**src/rtl/bcd_down_timer.sv**
```systemverilog
// bcd_down_timer: cascadable multi-digit BCD countdown timer.
// A loaded decimal value is decremented once per enable tick while running,
// stopping at zero with a one-cycle done pulse. With AUTO_RELOAD set, the
// last loaded value is restored on the tick after expiry and counting goes on.
module bcd_down_timer #(
  parameter int DIGITS      = 2,
  parameter bit AUTO_RELOAD = 1'b0
) (
  input  logic                clk,
  input  logic                rst,
  input  logic                load,
  input  logic [4*DIGITS-1:0] load_val,
  input  logic                start,
  input  logic                pause,
  input  logic                en,
  output logic [4*DIGITS-1:0] cnt,
  output logic                zero,
  output logic                done,
  output logic                running,
  output logic                bcd_err
);

  localparam int W = 4 * DIGITS;

  typedef enum logic [1:0] {
    S_IDLE    = 2'd0,
    S_RUN     = 2'd1,
    S_EXPIRED = 2'd2
  } state_t;

  state_t         state_q, state_d;
  logic [W-1:0]   cnt_q, cnt_d;
  logic [W-1:0]   reload_q, reload_d;
  logic           done_q, done_d;
  logic           bcd_err_q, bcd_err_d;

  logic [W-1:0]      load_clean;
  logic [DIGITS-1:0] digit_bad;
  logic [W-1:0]      cnt_dec;
  logic [DIGITS-1:0] borrow;
  logic              cnt_zero;
  logic              cnt_one;
  logic              expire;

  assign cnt_zero  = (cnt_q == '0);
  assign cnt_one   = (cnt_q == W'(1));
  assign borrow[0] = 1'b1;

  // Per-digit load clamping and ripple-borrow BCD decrement.
  generate
    for (genvar gi = 0; gi < DIGITS; gi++) begin : g_digit
      assign digit_bad[gi]          = (load_val[4*gi +: 4] > 4'd9);
      assign load_clean[4*gi +: 4]  = digit_bad[gi] ? 4'd9 : load_val[4*gi +: 4];
      // A borrowed-from zero digit wraps to 9 and passes the borrow upward;
      // digits above the highest borrow keep their value.
      assign cnt_dec[4*gi +: 4] = !borrow[gi]              ? cnt_q[4*gi +: 4] :
                                  (cnt_q[4*gi +: 4] == 4'd0) ? 4'd9 :
                                  (cnt_q[4*gi +: 4] - 4'd1);
      if (gi < DIGITS - 1) begin : g_borrow
        assign borrow[gi+1] = borrow[gi] && (cnt_q[4*gi +: 4] == 4'd0);
      end
    end
  endgenerate

  // Next-state logic: load > start > pause > en, with expiry raising done.
  always_comb begin
    state_d   = state_q;
    cnt_d     = cnt_q;
    reload_d  = reload_q;
    bcd_err_d = 1'b0;
    expire    = 1'b0;

    if (load) begin
      cnt_d     = load_clean;
      reload_d  = load_clean;
      state_d   = S_IDLE;
      bcd_err_d = |digit_bad;
    end else begin
      case (state_q)
        S_IDLE: begin
          if (start) begin
            if (cnt_zero) begin
              state_d = S_EXPIRED;
              expire  = 1'b1;
            end else begin
              state_d = S_RUN;
            end
          end
        end
        S_RUN: begin
          if (start) begin
            // Already running: start consumes the cycle, nothing changes.
            state_d = S_RUN;
          end else if (pause) begin
            state_d = S_IDLE;
          end else if (en) begin
            if (cnt_zero) begin
              // Only reachable with auto-reload, on the tick after expiry.
              if (AUTO_RELOAD && (reload_q != '0)) begin
                cnt_d = reload_q;
              end else begin
                expire = 1'b1;
                if (!AUTO_RELOAD) begin
                  state_d = S_EXPIRED;
                end
              end
            end else if (cnt_one) begin
              cnt_d  = '0;
              expire = 1'b1;
              if (!AUTO_RELOAD) begin
                state_d = S_EXPIRED;
              end
            end else begin
              cnt_d = cnt_dec;
            end
          end
        end
        S_EXPIRED: begin
          if (start) begin
            expire = 1'b1;
          end
        end
        default: begin
          state_d = S_IDLE;
        end
      endcase
    end

    // done must never stay high for two cycles in a row.
    done_d = expire && !done_q;
  end

  // State and output registers with synchronous reset.
  always_ff @(posedge clk) begin
    if (rst) begin
      state_q   <= S_IDLE;
      cnt_q     <= '0;
      reload_q  <= '0;
      done_q    <= 1'b0;
      bcd_err_q <= 1'b0;
    end else begin
      state_q   <= state_d;
      cnt_q     <= cnt_d;
      reload_q  <= reload_d;
      done_q    <= done_d;
      bcd_err_q <= bcd_err_d;
    end
  end

  assign cnt     = cnt_q;
  assign zero    = cnt_zero;
  assign done    = done_q;
  assign running = (state_q == S_RUN);
  assign bcd_err = bcd_err_q;

endmodule

```
**config.mk**
```make
export PLATFORM = sky130hd
export DESIGN_NAME = bcd_down_timer
export DESIGN_NICKNAME = d
export VERILOG_FILES = /design/src/rtl/bcd_down_timer.sv
export SDC_FILE = /design/constraint.sdc
export NUM_CORES = 1
export LEC_CHECK = 0
export ABC_AREA = 1
export BUFFER_PORTS_ARGS = -buffer_cell sky130_fd_sc_hd__buf_2
export CORE_MARGIN = 5
export CORE_UTILIZATION = 45
export DETAILED_ROUTE_END_ITERATION = 10
export PLACE_DENSITY = 0.7
export SLEW_MARGIN = 20
export SYNTH_ARGS = -nofsm -noshare
export SYNTH_HDL_FRONTEND = slang
export SYNTH_SLANG_ARGS = --single-unit
```
**constraint.sdc**
```tcl
create_clock -name clk -period 1.45 [get_ports clk]
set_clock_uncertainty 0.15 [all_clocks]
set_input_delay 0 -clock clk [delete_from_list [all_inputs] [get_ports clk]]
set_output_delay 0 -clock clk [all_outputs]
set_load 0.03 [all_outputs]
```
* Word-level counts from Yosys, hierarchy flattened
Index checks and enable logic that the tools add are counted.
** Storage, ports and cells
- Register bits after elaboration :: 12
- Latch bits :: 0
- Bits in writable memories :: 0
- Bits in read-only memories :: 0
- Bits of input ports :: 14
- Output and inout bits :: 12
- Memories :: 0
** Operators by class
- Add/sub/neg operators :: 2
- $mul :: 0
- Div/mod/pow operators :: 0
- Order comparisons :: 2
- Equality and inequality tests :: 9
- Shift-type cells :: 0
- Muxes and demuxes :: 30
- Bitwise logic cells :: 2
- Reduce and logical (&&, ||, !) cells :: 15
** Operator list (count)
- 8-bit two-way mux :: 7
- 4-bit two-way mux :: 5
- 2-bit two-way mux :: 7
- 1-bit two-way mux :: 9
- 8-bit by 1-bit equality test with 1-bit output (second input constant) :: 1
- 4-bit > comparator (second input constant) :: 2
- 4-bit zero test :: 2
- 8-bit zero test :: 1
- 2-bit inequality test (second input constant) :: 4
- 4-bit by 1-bit subtractor with 4-bit output (second input constant) :: 2
- 2-bit case mux with 3 select lines :: 1
- 6-bit AND reduction :: 1
- 2-bit OR reduction :: 3
- 5-bit by 4-bit inequality test with 1-bit output (second input constant) :: 1
- 5-bit AND reduction :: 1
- 4-bit inequality test (second input constant) :: 1
- 4-bit AND reduction :: 1
- 2-bit nonzero test :: 2
- 1-bit case mux with 3 select lines :: 1
- 3-bit nonzero test :: 1
- 2-bit by 1-bit equality test with 1-bit output (second input constant) :: 1
- 2-bit equality test (second input constant) :: 1
- 2-bit zero test :: 1
- 1-bit NOT :: 2
- other kinds (2) :: 2

* Logic depth before layout (Yosys ltp)
- Word-level depth :: 10
- Mapped depth :: 11
- Depth with buffers taken out :: 11

* Least setup slack after synthesis
No wires, ideal clock.
- Kind :: reg-to-reg
- From :: register cnt_q[4], in the netlist cnt[4]
- To :: register cnt_q[3], in the netlist cnt[3]
- Library setup time :: 116 ps
- Arrival time :: 1514 ps
- Setup slack :: -330 ps
- Cell stages (with the launch flop) :: 12
- Buffers on the path :: 1
- Cell sequence :: dfxtp_1 inv_1 ha_1 nand2_2 nor2_4 nand2_2 nand3_2 nand2_2 buf_6 inv_2 nor2_1 nor2_1
** On the way
- Word-level cells in the longest chain between the ends :: 8
** Ends and longest elaborated chain
- start: declaration :: line 32 : logic [W-1:0] cnt_q, cnt_d;
- start signal: assignment :: line 143 : cnt_q <= cnt_d;
- 8-bit by 1-bit equality test with 1-bit output :: line 46 : assign cnt_one = (cnt_q == W'(1));
- 8-bit two-way mux :: line 107 : end else if (cnt_one) begin
- 8-bit two-way mux :: line 97 : if (cnt_zero) begin
- 8-bit two-way mux :: line 96 : end else if (en) begin
- 8-bit two-way mux :: line 94 : end else if (pause) begin
- 8-bit two-way mux :: line 91 : if (start) begin
- 8-bit two-way mux :: line 79 : case (state_q)
- 8-bit two-way mux :: line 73 : if (load) begin
Parallel ways exist; a longest one is shown, timed or not. The select of a mux whose other input is x is not followed.
A chain may end at the register's enable or synchronous reset.

* Worst setup path in the final report
- From :: register cnt_q[5], in the netlist cnt[5]
- To :: register cnt_q[7], in the netlist cnt[7]
** On the way
- Word-level cells in the longest chain between the ends :: 10
** Ends and longest elaborated chain
- 4-bit by 1-bit subtractor with 4-bit output or 4-bit zero test (tied branches) :: line 58, 57
- 4-bit two-way mux :: line 57 : (cnt_q[4*gi +: 4] == 4'd0) ? 4'd9 :
- 4-bit two-way mux :: line 56 : assign cnt_dec[4*gi +: 4] = !borrow[gi] ? cnt_q[4*gi +: 4] :
- 8-bit two-way mux :: line 107
- 8-bit two-way mux :: line 97
- 8-bit two-way mux :: line 96
- 8-bit two-way mux :: line 94
- 8-bit two-way mux :: line 91
- 8-bit two-way mux :: line 79
- 8-bit two-way mux :: line 73
Parallel ways exist; a longest one is shown, timed or not. The select of a mux whose other input is x is not followed.

==> flow_metrics.env <==
export IMPL_routed_wire_length_per_instance_um=12.0
export IMPL_postRouteAntennaNets=0
export IMPL_cts_root_buffer_cell="sky130_fd_sc_hd__clkbuf_4"
export IMPL_synth_adder_area_share=0.0142
export IMPL_final_min_period_over_clock_period=1.06
export IMPL_maxCapViolCount=0
export IMPL_first_global_vias=1035
export IMPL_num_antenna_cells=0
export IMPL_antenna_violations_before_repair=0
export IMPL_vias=1084
export IMPL_syn_mean_instance_area_um2=6.07
export IMPL_rr_endpoint="cnt[7]"
export IMPL_skew_pair_late_insertion_delay_ns=0.28
export IMPL_post_synth_simple_gate_area=0.428
export IMPL_timing_reg2reg_worst_path_depth=11
export IMPL_clk_pin_slew_ns=0.08
export IMPL_drt_first_pass_iters=6
export IMPL_wirelength_mm=2.65
export IMPL_hold_viol_final=0
export IMPL_tritoncts_num_buffers=3
export IMPL_synthesis_nets=160
export IMPL_result_of_the_run="finished with violations"
export IMPL_hold_ws_ns=0.00958
export IMPL_cp_max_fo=6
export IMPL_switching_share=0.392
export IMPL_worst_pin_slew_ns=0.388
export IMPL_die_height_um=54.2
export IMPL_category_of_the_most_critical_setup_path="reg2reg"
export IMPL_fin_total_pwr_mw=1.24
export IMPL_synthCells=145
export IMPL_max_stage_delay_ns=0.35
export IMPL_synth_compound_area_share=0.159
export IMPL_synth_sequential_area_ratio=0.273
export IMPL_start_kind="flop"
export IMPL_post_route_cells_drive_above_1_share=0.433
export IMPL_worst_setup_path_end_kind="flop"
export IMPL_numPortBuffers=25
export IMPL_power_share_combinational=0.466
export IMPL_clock_tree_htree_level_count=1
export IMPL_num_nets_final=210
export IMPL_reg2reg_from="cnt[5]"
export IMPL_timing_critical_path_slowest_stage_cell="sky130_fd_sc_hd__dfxtp_4"
export IMPL_worst_ep_arrival_time_ns=1.57
export IMPL_yosysWarnings=0
export IMPL_tritoncts="built"
export IMPL_post_synth_top_area_fraction=0.273
export IMPL_hold_path_class="in2reg"
export IMPL_groute_usage_overall=0.192
export IMPL_final_util=0.717
export IMPL_die_area_um2=2940
export IMPL_dieWidth_um=54.2
export IMPL_final_slew_violations=0
export IMPL_cts_buffer_depth=2
export IMPL_ys_seq_elements=12
export IMPL_violations="negative setup slack"
export IMPL_post_synth_main_area_contributors="sky130_fd_sc_hd__dfxtp_1 27%, sky130_fd_sc_hd__nand2_1 12%, sky130_fd_sc_hd__nor2_1 11%"
export IMPL_min_delay_path_depth=5
export IMPL_timing_fmax_mhz=652
export IMPL_grt_pass1_wl_mm=4.13
export IMPL_floorplan_initialDensity=0.458
export IMPL_dpl_hpwl_mm=1.85
export IMPL_power_internal_uw=753
export IMPL_share_seq_of_total_power=0.315
export IMPL_syn_area_um2=881
export IMPL_rsz0062_at_grt="yes"
export IMPL_worstPathCellList="inv_4 > ha_4 > nand2_4 > nor2_4 > nand2_4 > nand3_4 > nand2_4 > nand2_4 > nand2_1 > nand2_1 > nor2_1"
export IMPL_drc_violations_left=0
export IMPL_worstHoldEndpoint="done"
export IMPL_area_growth_pct=56.4
export IMPL_post_synthesis_cell_type_with_the_largest_combined_area="sky130_fd_sc_hd__dfxtp_1"
export IMPL_post_synthesis_xor_xnor_area_fraction=0.00994
export IMPL_ioPinCount=26
export IMPL_power_leakage_nw=0.695
export IMPL_totalNegativeSetupSlack_ns=-0.642
export IMPL_gpl_final_weighted_congestion=0.803
export IMPL_post_route_worst_setup_slack_ns=-0.0834
export IMPL_max_slew_margin_rel=0.739
export IMPL_rrSetupSlack_ns=-0.08
export IMPL_core_region_area_um2=1920
export IMPL_drt_vias_per_instance=4.90
export IMPL_detailedRoute_firstIterationViolations=28
export IMPL_setup_viol=12
export IMPL_grt_remaining_overflow=0
export IMPL_pin_count_of_the_biggest_net_entering_global_routing=12
export IMPL_cellPowerDensity_nw_per_um2=899
export IMPL_layout_min_cycle_time_ns=1.53
export IMPL_cts_sinks=12
export IMPL_max_vdd_ir_drop_uv=573
export IMPL_total_switching_power_uw=486
export IMPL_critical_hold_path_startpoint="pause"
export IMPL_synth_cell_type_count=21
export IMPL_yosys_mux_area_fraction=0
export IMPL_clkPwrFrac=0.220
export IMPL_synth_top_family_by_area="simple AND/OR/NAND/NOR gates"
export IMPL_fp_row_count=16
export IMPL_worst_ep_required_time_ns=1.48
export IMPL_path_common_cell="sky130_fd_sc_hd__nand2_4"
==> final cells by class <==
type / count / area (µm²)
repair buffers: 46 / 312
well taps: 27 / 33.8
fillers: 176 / 544
clock buffers: 4 / 36.3
flip-flops and latches: 12 / 255
inverters: 23 / 93.8
multi-input cells: 109 / 647
==> timing repair <==
action,in CTS,in global routing
buffers inserted,1,1
hold buffers,9,0
endpoints found under the setup margin,12,12
gates cloned,1,0
hold endpoints to repair,12,0
pin swaps,9,5
resized for setup,10,12
==> Yosys cell counts <==
| cell type | count |
|---|---|
| sky130_fd_sc_hd__a21oi_1 | 10 |
| sky130_fd_sc_hd__buf_2 | 1 |
| sky130_fd_sc_hd__buf_6 | 1 |
| sky130_fd_sc_hd__dfxtp_1 | 12 |
| sky130_fd_sc_hd__ha_1 | 1 |
| sky130_fd_sc_hd__inv_1 | 17 |
| sky130_fd_sc_hd__inv_2 | 6 |
| sky130_fd_sc_hd__nand2_1 | 28 |
| sky130_fd_sc_hd__nand2_2 | 7 |
| sky130_fd_sc_hd__nand3_1 | 10 |
| sky130_fd_sc_hd__nand3_2 | 2 |
| sky130_fd_sc_hd__nand3b_1 | 1 |
| sky130_fd_sc_hd__nor2_1 | 25 |
| sky130_fd_sc_hd__nor2_4 | 4 |
| sky130_fd_sc_hd__nor3_1 | 1 |
| sky130_fd_sc_hd__o211ai_1 | 1 |
| sky130_fd_sc_hd__o21a_1 | 1 |
| sky130_fd_sc_hd__o21ai_0 | 13 |
| sky130_fd_sc_hd__o21ai_1 | 2 |
| sky130_fd_sc_hd__or2_1 | 1 |
| sky130_fd_sc_hd__xor2_1 | 1 |
==> registers in the layout, summed over array words and instances (netlist names) <==
register	flops
cnt	8
done	1
state_q	2
bcd_err	1
==> kinds of logic after synthesis <==
kind of cell	after synthesis
xor gates and xnor gates	1
buffers and inverters	25
adders and majority gates	1
DFF	12
AOI/OAI and AO/OA	27
and+or+nand+nor	79
==> worst max-delay path by stage <==
stage	from	to	slack (ns)	cells past startpoint
after floorplan	cnt[5]	cnt[2]	-0.05	10
after global placement	cnt[5]	cnt[7]	-0.09	11
after detailed placement	cnt[5]	cnt[4]	-0.14	11
after CTS	cnt[4]	cnt[4]	-0.04	11
after global routing	cnt[5]	cnt[4]	-0.17	11
final	cnt[5]	cnt[7]	-0.08	11
==> stage by stage <==
stage / worst slack (ns) / cell area (µm²) / std cells
2_1_floorplan: -0.0535 / 928 / 145
3_3_place_gp: -0.0879 / 1150 / 205
3_5_place_dp: -0.136 / 1150 / 205
4_1_cts: -0.0423 / 1330 / 220
5_1_grt: -0.170 / 1380 / 221
6_report: -0.0834 / 1380 / 221
==> layer usage <==
layer | part of all wire | global-route usage | up-vias
li1 | - | - | 558
met1 | 0.44 | 0.234 | 492
met2 | 0.50 | 0.331 | 27
met3 | 0.036 | 0.0245 | 7
met4 | 0.015 | 0.0913 | 0
met5 | 0 | 0 | -
==> power by group through the flow <==
| stage | Sequential [mW] | Clock [mW] | Combinational (mW) |
|---|---|---|---|
| global placement | 0.397 | 0 | 0.472 |
| CTS | 0.390 | 0.272 | 0.531 |
| global route | 0.394 | 0.285 | 0.629 |
| detailed placement | 0.398 | 0 | 0.481 |
| finish | 0.390 | 0.272 | 0.577 |
| floorplan | 0.448 | 0 | 0.285 |
==> worst max-delay path, delay by kind of cell, from the launching register on <==
kind	cells	cell delay, ns
fa+ha+maj	1	0.14
buf+inv	1	0.06
simple gates	9	0.74
flops	1	0.35
==> cells in the final DEF (no fill, tap or decap), types with 2 or more instances in the layout <==
master,count
sky130_fd_sc_hd__nor2_1,24
sky130_fd_sc_hd__buf_2,24
sky130_fd_sc_hd__nand2_1,23
sky130_fd_sc_hd__inv_1,15
sky130_fd_sc_hd__buf_4,12
sky130_fd_sc_hd__o21ai_0,9
sky130_fd_sc_hd__dlygate4sd3_1,9
sky130_fd_sc_hd__nand3_1,8
sky130_fd_sc_hd__nand2_4,7
sky130_fd_sc_hd__nand2_2,6
sky130_fd_sc_hd__a21oi_1,6
sky130_fd_sc_hd__o21ai_1,6
sky130_fd_sc_hd__dfxtp_2,6
sky130_fd_sc_hd__inv_2,5
sky130_fd_sc_hd__nor2_4,4
sky130_fd_sc_hd__a21oi_2,4
sky130_fd_sc_hd__dfxtp_1,4
sky130_fd_sc_hd__inv_4,3
sky130_fd_sc_hd__clkbuf_4,3
sky130_fd_sc_hd__nand3_2,2
sky130_fd_sc_hd__nand3_4,2
sky130_fd_sc_hd__dfxtp_4,2
(Power assumes the default switching activity.)
